## src/rtl/mem_port_arbiter_pkg.sv

```systemverilog
// Shared types and constants for the data-memory port arbiter.
// MEM_ARB_LOCK_EN enables locked (atomic) grant sequences.
package mem_arb_pkg;

  typedef enum logic [1:0] {
    ST_IDLE,
    ST_ACCESS,
    ST_DONE
  } arb_state_t;

  localparam logic [1:0] SZ_BYTE      = 2'd0;
  localparam logic [1:0] SZ_HALF      = 2'd1;
  localparam logic [1:0] SZ_UNALIGNED = 2'd2;
  localparam logic [1:0] SZ_WORD      = 2'd3;

  localparam int LOCK_MAX = 4;

  typedef struct packed {
    logic [31:0] addr;
    logic [31:0] wdata;
    logic [1:0]  size;
    logic        we;
  } mem_req_t;

  function automatic logic req_ok(
    input logic [31:0] addr,
    input logic [1:0]  size,
    input logic [15:0] win
  );
    logic al;
    unique case (size)
      SZ_BYTE: al = 1'b1;
      SZ_HALF: al = ~addr[0];
      SZ_WORD: al = (addr[1:0] == 2'b00);
      default: al = 1'b0;
    endcase
    return (addr[31:16] == win) && al;
  endfunction

endpackage

```

## src/rtl/mem_port_arbiter_if.sv

```systemverilog
// Requester and memory-side bus bundle for mem_port_arbiter.
// lock_in exists only when MEM_ARB_LOCK_EN is defined.
interface mem_port_arbiter_if #(
  parameter int NUM_REQ = 2
);
  logic [NUM_REQ-1:0]    req_in;
  logic [32*NUM_REQ-1:0] addr_in;
  logic [32*NUM_REQ-1:0] wdata_in;
  logic [2*NUM_REQ-1:0]  size_in;
  logic [NUM_REQ-1:0]    we_in;
`ifdef MEM_ARB_LOCK_EN
  logic [NUM_REQ-1:0]    lock_in;
`endif
  logic [NUM_REQ-1:0]    ack_out;
  logic                  err_out;
  logic [31:0]           rdata_out;
  logic [31:0]           mem_addr_out;
  logic [31:0]           mem_wdata_out;
  logic [1:0]            mem_size_out;
  logic                  mem_we_out;
  logic                  mem_re_out;
  logic [31:0]           mem_rdata_in;

  modport slave (
`ifdef MEM_ARB_LOCK_EN
    input  lock_in,
`endif
    input  req_in, addr_in, wdata_in,
    input  size_in, we_in, mem_rdata_in,
    output ack_out, err_out, rdata_out,
    output mem_addr_out, mem_wdata_out,
    output mem_size_out, mem_we_out, mem_re_out
  );

  modport master (
`ifdef MEM_ARB_LOCK_EN
    output lock_in,
`endif
    output req_in, addr_in, wdata_in,
    output size_in, we_in, mem_rdata_in,
    input  ack_out, err_out, rdata_out,
    input  mem_addr_out, mem_wdata_out,
    input  mem_size_out, mem_we_out, mem_re_out
  );
endinterface

```

## src/rtl/mem_port_arbiter_rr_pick.sv

```systemverilog
// Combinational masked round-robin picker.
// Scans from ptr upward (wrapping) for the first unmasked request.
module rr_pick #(
  parameter int N  = 2,
  parameter int IW = 1
) (
  input  logic [N-1:0]  req,
  input  logic [N-1:0]  mask,
  input  logic [IW-1:0] ptr,
  output logic [N-1:0]  gnt,
  output logic [IW-1:0] idx,
  output logic          vld
);
  localparam int PW = IW + 1;

  logic [N-1:0]  elig;
  logic [PW-1:0] pos;

  assign elig = req & ~mask;

  always_comb begin
    gnt = '0;
    idx = '0;
    vld = 1'b0;
    pos = '0;
    for (int i = 0; i < N; i++) begin
      pos = {1'b0, ptr} + PW'(i);
      if (pos >= PW'(N))
        pos = pos - PW'(N);
      for (int j = 0; j < N; j++) begin
        if (!vld && pos == PW'(j) && elig[j]) begin
          vld    = 1'b1;
          idx    = IW'(j);
          gnt[j] = 1'b1;
        end
      end
    end
  end
endmodule

```

## src/rtl/mem_port_arbiter.sv

```systemverilog
// Round-robin arbiter sharing one data-memory port among NUM_REQ requesters.
// Define MEM_ARB_LOCK_EN to add lock_in for atomic locked grant sequences.
module mem_port_arbiter
  import mem_arb_pkg::*;
#(
  parameter int          NUM_REQ  = 2,
  parameter logic [15:0] MEM_ADDR = 16'h1000
) (
  input logic clock,
  input logic reset_n,
  mem_port_arbiter_if.slave bus
);
  localparam int IW = $clog2(NUM_REQ);

  arb_state_t         state_q, state_d;
  logic [IW-1:0]      ptr_q, win_q, win_nxt;
  logic [IW-1:0]      start, pick_idx;
  logic [NUM_REQ-1:0] win_oh_q, mask, pick_gnt;
  logic               pick_vld, keep, ok;
  mem_req_t           sel, cur_q;
  logic               err_q;
  logic [31:0]        rdata_q;

  rr_pick #(.N(NUM_REQ), .IW(IW)) u_pick (
    .req  (bus.req_in),
    .mask (mask),
    .ptr  (start),
    .gnt  (pick_gnt),
    .idx  (pick_idx),
    .vld  (pick_vld)
  );

  assign win_nxt = (win_q == IW'(NUM_REQ - 1)) ? '0 : win_q + 1'b1;

`ifdef MEM_ARB_LOCK_EN
  logic [2:0] lock_cnt_q;

  assign keep = (|(bus.lock_in & win_oh_q))
             && (lock_cnt_q < 3'(LOCK_MAX));

  // counts consecutive grants held by the same locked winner
  always_ff @(posedge clock or negedge reset_n) begin
    if (!reset_n)
      lock_cnt_q <= '0;
    else if (state_q != ST_ACCESS && pick_vld)
      lock_cnt_q <= (state_q == ST_DONE && keep && pick_idx == win_q)
                  ? lock_cnt_q + 3'd1 : 3'd1;
  end
`else
  assign keep = 1'b0;
`endif

  always_comb begin
    mask  = '0;
    start = ptr_q;
    if (state_q == ST_DONE) begin
      start = keep ? win_q : win_nxt;
      mask  = keep ? '0 : win_oh_q;
    end
  end

  always_comb begin
    sel = '0;
    for (int i = 0; i < NUM_REQ; i++) begin
      if (pick_idx == IW'(i)) begin
        sel.addr  = bus.addr_in[32*i +: 32];
        sel.wdata = bus.wdata_in[32*i +: 32];
        sel.size  = bus.size_in[2*i +: 2];
        sel.we    = bus.we_in[i];
      end
    end
    ok = req_ok(sel.addr, sel.size, MEM_ADDR);
  end

  always_comb begin
    state_d = state_q;
    unique case (state_q)
      ST_ACCESS: state_d = ST_DONE;
      ST_IDLE, ST_DONE: begin
        if (pick_vld)
          state_d = ok ? ST_ACCESS : ST_DONE;
        else
          state_d = ST_IDLE;
      end
      default: state_d = ST_IDLE;
    endcase
  end

  always_ff @(posedge clock or negedge reset_n) begin
    if (!reset_n) begin
      state_q  <= ST_IDLE;
      ptr_q    <= '0;
      win_q    <= '0;
      win_oh_q <= '0;
      cur_q    <= '0;
      err_q    <= 1'b0;
      rdata_q  <= '0;
    end else begin
      state_q <= state_d;
      if (state_q == ST_DONE && !keep)
        ptr_q <= win_nxt;
      if (state_q != ST_ACCESS && pick_vld) begin
        win_q    <= pick_idx;
        win_oh_q <= pick_gnt;
        cur_q    <= sel;
        err_q    <= ~ok;
      end
      if (state_q == ST_ACCESS && !cur_q.we)
        rdata_q <= bus.mem_rdata_in;
    end
  end

  assign bus.ack_out       = (state_q == ST_DONE) ? win_oh_q : '0;
  assign bus.err_out       = (state_q == ST_DONE) && err_q;
  assign bus.rdata_out     = rdata_q;
  assign bus.mem_addr_out  = cur_q.addr;
  assign bus.mem_wdata_out = cur_q.wdata;
  assign bus.mem_size_out  = cur_q.size;
  assign bus.mem_we_out    = (state_q == ST_ACCESS) && cur_q.we;
  assign bus.mem_re_out    = (state_q == ST_ACCESS) && !cur_q.we;

endmodule
```

## src/flat_wrapper.sv

```systemverilog
// flat-port wrapper written by rule: the top's interface ports become plain ports
module mem_port_arbiter_flat import mem_arb_pkg::*;
#(
  parameter int          NUM_REQ  = 2,
  parameter logic [15:0] MEM_ADDR = 16'h1000
)
  (clock, reset_n, bus_req_in, bus_addr_in, bus_wdata_in, bus_size_in, bus_we_in, bus_mem_rdata_in, bus_ack_out, bus_err_out, bus_rdata_out, bus_mem_addr_out, bus_mem_wdata_out, bus_mem_size_out, bus_mem_we_out, bus_mem_re_out);
  mem_port_arbiter_if #(.NUM_REQ(NUM_REQ)) bus_i ();
  input logic clock;
  input logic reset_n;
  input wire logic [$bits(bus_i.req_in)-1:0] bus_req_in;
  input wire logic [$bits(bus_i.addr_in)-1:0] bus_addr_in;
  input wire logic [$bits(bus_i.wdata_in)-1:0] bus_wdata_in;
  input wire logic [$bits(bus_i.size_in)-1:0] bus_size_in;
  input wire logic [$bits(bus_i.we_in)-1:0] bus_we_in;
  input wire logic [$bits(bus_i.mem_rdata_in)-1:0] bus_mem_rdata_in;
  output wire logic [$bits(bus_i.ack_out)-1:0] bus_ack_out;
  output wire logic [$bits(bus_i.err_out)-1:0] bus_err_out;
  output wire logic [$bits(bus_i.rdata_out)-1:0] bus_rdata_out;
  output wire logic [$bits(bus_i.mem_addr_out)-1:0] bus_mem_addr_out;
  output wire logic [$bits(bus_i.mem_wdata_out)-1:0] bus_mem_wdata_out;
  output wire logic [$bits(bus_i.mem_size_out)-1:0] bus_mem_size_out;
  output wire logic [$bits(bus_i.mem_we_out)-1:0] bus_mem_we_out;
  output wire logic [$bits(bus_i.mem_re_out)-1:0] bus_mem_re_out;
  assign bus_i.req_in = bus_req_in;
  assign bus_i.addr_in = bus_addr_in;
  assign bus_i.wdata_in = bus_wdata_in;
  assign bus_i.size_in = bus_size_in;
  assign bus_i.we_in = bus_we_in;
  assign bus_i.mem_rdata_in = bus_mem_rdata_in;
  assign bus_ack_out = bus_i.ack_out;
  assign bus_err_out = bus_i.err_out;
  assign bus_rdata_out = bus_i.rdata_out;
  assign bus_mem_addr_out = bus_i.mem_addr_out;
  assign bus_mem_wdata_out = bus_i.mem_wdata_out;
  assign bus_mem_size_out = bus_i.mem_size_out;
  assign bus_mem_we_out = bus_i.mem_we_out;
  assign bus_mem_re_out = bus_i.mem_re_out;
  mem_port_arbiter #(.NUM_REQ(NUM_REQ), .MEM_ADDR(MEM_ADDR)) u_core (.clock(clock), .reset_n(reset_n), .bus(bus_i));
endmodule
```

## config.mk

```make
export PLATFORM = sky130hd
export DESIGN_NAME = mem_port_arbiter_flat
export DESIGN_NICKNAME = d
export VERILOG_FILES = /design/src/rtl/mem_port_arbiter_pkg.sv /design/src/rtl/mem_port_arbiter_if.sv /design/src/rtl/mem_port_arbiter_rr_pick.sv /design/src/rtl/mem_port_arbiter.sv /design/src/flat_wrapper.sv
export SDC_FILE = /design/constraint.sdc
export NUM_CORES = 1
export LEC_CHECK = 0
export ABC_CLOCK_PERIOD_IN_PS = 1900
export BUFFER_PORTS_ARGS = -buffer_cell sky130_fd_sc_hd__buf_4
export CAP_MARGIN = 30
export CORE_ASPECT_RATIO = 1.4
export CORE_MARGIN = 10
export CORE_UTILIZATION = 46
export CTS_CLUSTER_SIZE = 40
export DETAILED_ROUTE_END_ITERATION = 16
export PLACE_DENSITY_LB_ADDON = 0.15
export SLEW_MARGIN = 15
export SYNTH_ARGS = -nofsm -noshare
export SYNTH_HDL_FRONTEND = slang
export SYNTH_SLANG_ARGS = --single-unit
```

## constraint.sdc

```tcl
create_clock -name clock -period 1.9 [get_ports clock]
set_input_delay 0.095 -clock clock [delete_from_list [all_inputs] [get_ports clock]]
set_output_delay 0.095 -clock clock [all_outputs]
set_load 0.005 [all_outputs]
```

==> flow_summary_export.csv <==
group,metric,value,unit
pwr,leakagePower,3.79,nW
detailed_routing,routed_wl,16400,um
clock_network,cts.htree.levels,3,
detailed_routing,viasPerCell,4.96,
synth,synthSimpleGateAreaFrac,0.0817,
worst_setup_path,crit_path_end_kind,"flop",
sta,period_share,0.943,
global_routing,antenna_found_initial,0,
synth,synth.net_count,652,
worst_setup_path,start_kind,"flop",
global_routing,grt_max_degree,107,
synth,synth_async_sr_flop_share,1.00,
synth,synth_ff_type,"dfrtp_1",
synth,syn_area_per_cell,10.9,um^2
worst_setup_path,cp_max_fo,6,
global_routing,grt_pass1_wl,25600,um
clock_network,cts_made_buffers,9,
sta,fmax,558,MHz
worst_setup_path,path_class,"reg -> reg",
finish,instances_no_fill,866,
finish,final_common_cell,"buf_4",
worst_hold_path,min_path_cells,3,
pwr,power.switching,3.04,mW
synth,synthAdderAreaFrac,0,
pwr,p_int,6.11,mW
place,hpwl,12500,um
synth,synth-xor-area-share,0,
pwr,powerDensity,1190,mW/mm^2
sta,finalSetupViolations,0,
place,numPortBuffers,272,
sta,min_period,1790,ps
detailed_routing,drt_iter0_markers,157,
detailed_routing,vias,4293,
sta,maxSlewHeadroom,0.596,
worst_setup_path,reg2reg_depth,6,
synth,synthCells,482,
synth,ys_types,32,
worst_setup_path,required,2130,ps
place,routabilityCongestion,0.798,
floorplanning,die_h,147,um
finish,seqCellArea,0.00265,mm^2
worst_setup_path,max_stage_delay,460,ps
clock_network,clk_pin_slew_worst_paths,70,ps
pwr,p_clk_frac,0.207,
finish,drive_gt1_frac,0.470,
synth,synth_top_family_by_area,"multiplexers",
pwr,max-vdd-ir-drop,0.578,mV
finish,areaGrowthSynthToFinish,45.6,%
finish,final_core_util,0.679,
detailed_routing,drt.antenna.violating_nets,0,
sta,slew_viol_final,0,
synth,synthMuxAreaShare,0.201,
sta,rsz0062_at_grt,"false",
worst_setup_path,crit_arrival,2030,ps
floorplanning,core_region_area,0.0113,mm^2
synth,synth_compound_area_frac,0.0837,
sta,hold_viol,0,
floorplanning,initial_utilization,0.467,
clock_network,clkLatencyLatePin,340,ps
sta,finalSetupTns,0,ps
floorplanning,die_x,110,um
worst_setup_path,path_delay_family,"multiplexers",
worst_setup_path,cp.buffers_inverters,1,
sta,tightest_slew,606,ps
worst_setup_path,crit_chain,"nor2b_4 -> a21boi_2 -> a21boi_4 -> buf_4 -> mux2_4 -> mux2_2",
place,dp_cells,815,
synth,synthTopCellsByArea,"dfrtp_1 (50%), mux2i_1 (13%), buf_4 (10%)",
finish,nets,887,
finish,n_fill_cell,867,
finish,antenna_cells,0,
sta,finClkSkew,6.03,ps
global_routing,grt_overflow,0,
detailed_routing,dr.pass1.iters,4,
finish,multi_input_area,0.00196,mm^2
clock_network,cts_tree,"yes",
clock_network,root_buffer,"clkbuf_16",
synth,synth_top_area_share,0.504,
detailed_routing,drc_errors,0,
worst_hold_path,hp-class,"in -> reg",
synth,synth_area,0.00527,mm^2
floorplanning,die_area,0.0162,mm^2
pwr,swShare,0.332,
detailed_routing,wl_per_cell,19.0,um
synth,ys_seq_area_frac,0.504,
pwr,seq_power_share,0.378,
sta,whs,42.1,ps
synth,synth_edf_count,0,
global_routing,track_usage,0.197,
status,status,"finished, final reports clean",
finish,layout_common_cells,"buf_4 (275), dfrtp_1 (106), a21oi_1 (71)",
worst_setup_path,regToRegSetupSlack,110,ps
clock_network,cts.sinks,106,
job,drv_cap,0,
worst_setup_path,cpMaxStageDelayCell,"dfrtp_1",
worst_setup_path,path_depth,6,
synth,ys_seq_elements,106,
floorplanning,io_pins,273,
global_routing,grt_pass1_vias,4718,
clock_network,cts_buffer_depth,2,
synth,yosys_warnings,0,
synth,synth_largest_area_cell,"dfrtp_1",
floorplanning,rows,46,
pwr,p_comb_frac,0.415,
[worst register-to-register path: stages, from the launching register on]
cell,delay (ps)
dfrtp_1,460
nor2b_4,80
a21boi_2,190
a21boi_4,200
buf_4,170
mux2_4,320
mux2_2,260
[layout make-up]
type,instances,share of cell area
flip-flops and latches,106,0.346
repair buffers,316,0.333
multi-input cells,280,0.256
clock buffers,9,0.0294
well taps,144,0.0235
clock inverters,7,0.0101
inverters,4,0.00196
[Yosys cell counts, types with 2 or more instances]
cell,instances
dfrtp_1,106
nand4_1,2
nor2b_1,2
a21oi_1,71
mux2_2,33
clkbuf_1,10
or4_1,2
buf_4,72
nand2_1,6
inv_1,4
or4b_1,2
mux2i_1,67
nand2b_1,4
buf_1,3
nor4_1,4
buf_12,3
nor2_1,71
buf_2,4
o21ai_1,3
[sequential cells by signal, indices dropped and copies added, names as in the netlist]
name	count
u_core.err_q	1
u_core.cur_q	1
u_core.state_q	2
u_core.win_oh_q	2
u_core.ptr_q	1
u_core.bus.rdata_out	32
u_core.bus.mem_addr_out	32
u_core.bus.mem_size_out	2
u_core.bus.mem_wdata_out	32
u_core.win_q	1
[worst paths after layout]
check | start | endpoint
setup / recovery | u_core.state_q[0] | u_core.err_q
hold / removal | bus_addr_in[10] | u_core.bus.mem_addr_out[10]
setup reg to reg | u_core.state_q[0] | u_core.err_q
hold reg to reg | u_core.bus.rdata_out[14] | u_core.bus.rdata_out[14]
max in group asynchronous | reset_n | u_core.bus.mem_addr_out[26]
min in group asynchronous | reset_n | u_core.bus.mem_wdata_out[20]
[power groups by stage]
stage          combinational, mW  clock, mW  sequential, mW
3_5_place_dp                3.77          0            3.50
3_3_place_gp                3.69          0            3.47
5_1_grt                     4.17       2.05            3.58
4_1_cts                     3.86       1.94            3.47
2_1_floorplan               2.80          0            3.37
6_report                    3.80       1.89            3.46
[per-layer routing]
metal | global-route usage | vias to the layer above | routed length [um]
met2 | 0.337 | 193 | 8270
met1 | 0.205 | 2003 | 6000
met4 | 0.0744 | 0 | 412
met5 | 0 | - | 0
li1 | - | 2070 | -
met3 | 0.0914 | 27 | 1750
[stage by stage]
step                total power, mW  setup slack, ps  instance area, um^2
floorplan                      6.18              185                 5270
global placement               7.16             81.0                 7000
detailed placement             7.28             3.76                 7000
CTS                            9.27             34.6                 7650
global route                   9.79             10.1                 7660
finish                         9.15              109                 7660
[what timing repair did]
item | in CTS | in global routing
endpoints found under the hold margin | 138 | 0
hold buffers | 33 | 0
endpoints found under the setup margin | 5 | 45
setup buffers | 2 | 0
pin swaps | 0 | 0
gates resized for setup | 0 | 3
[kinds of logic after synthesis]
| group | after synthesis |
|---|---|
| multiplexers | 101 |
| buffers and inverters | 96 |
| flip-flops | 106 |
| AO/OA/AOI/OAI | 82 |
| AND/OR/NAND/NOR | 97 |
Power figures use the tool's default switching activity.
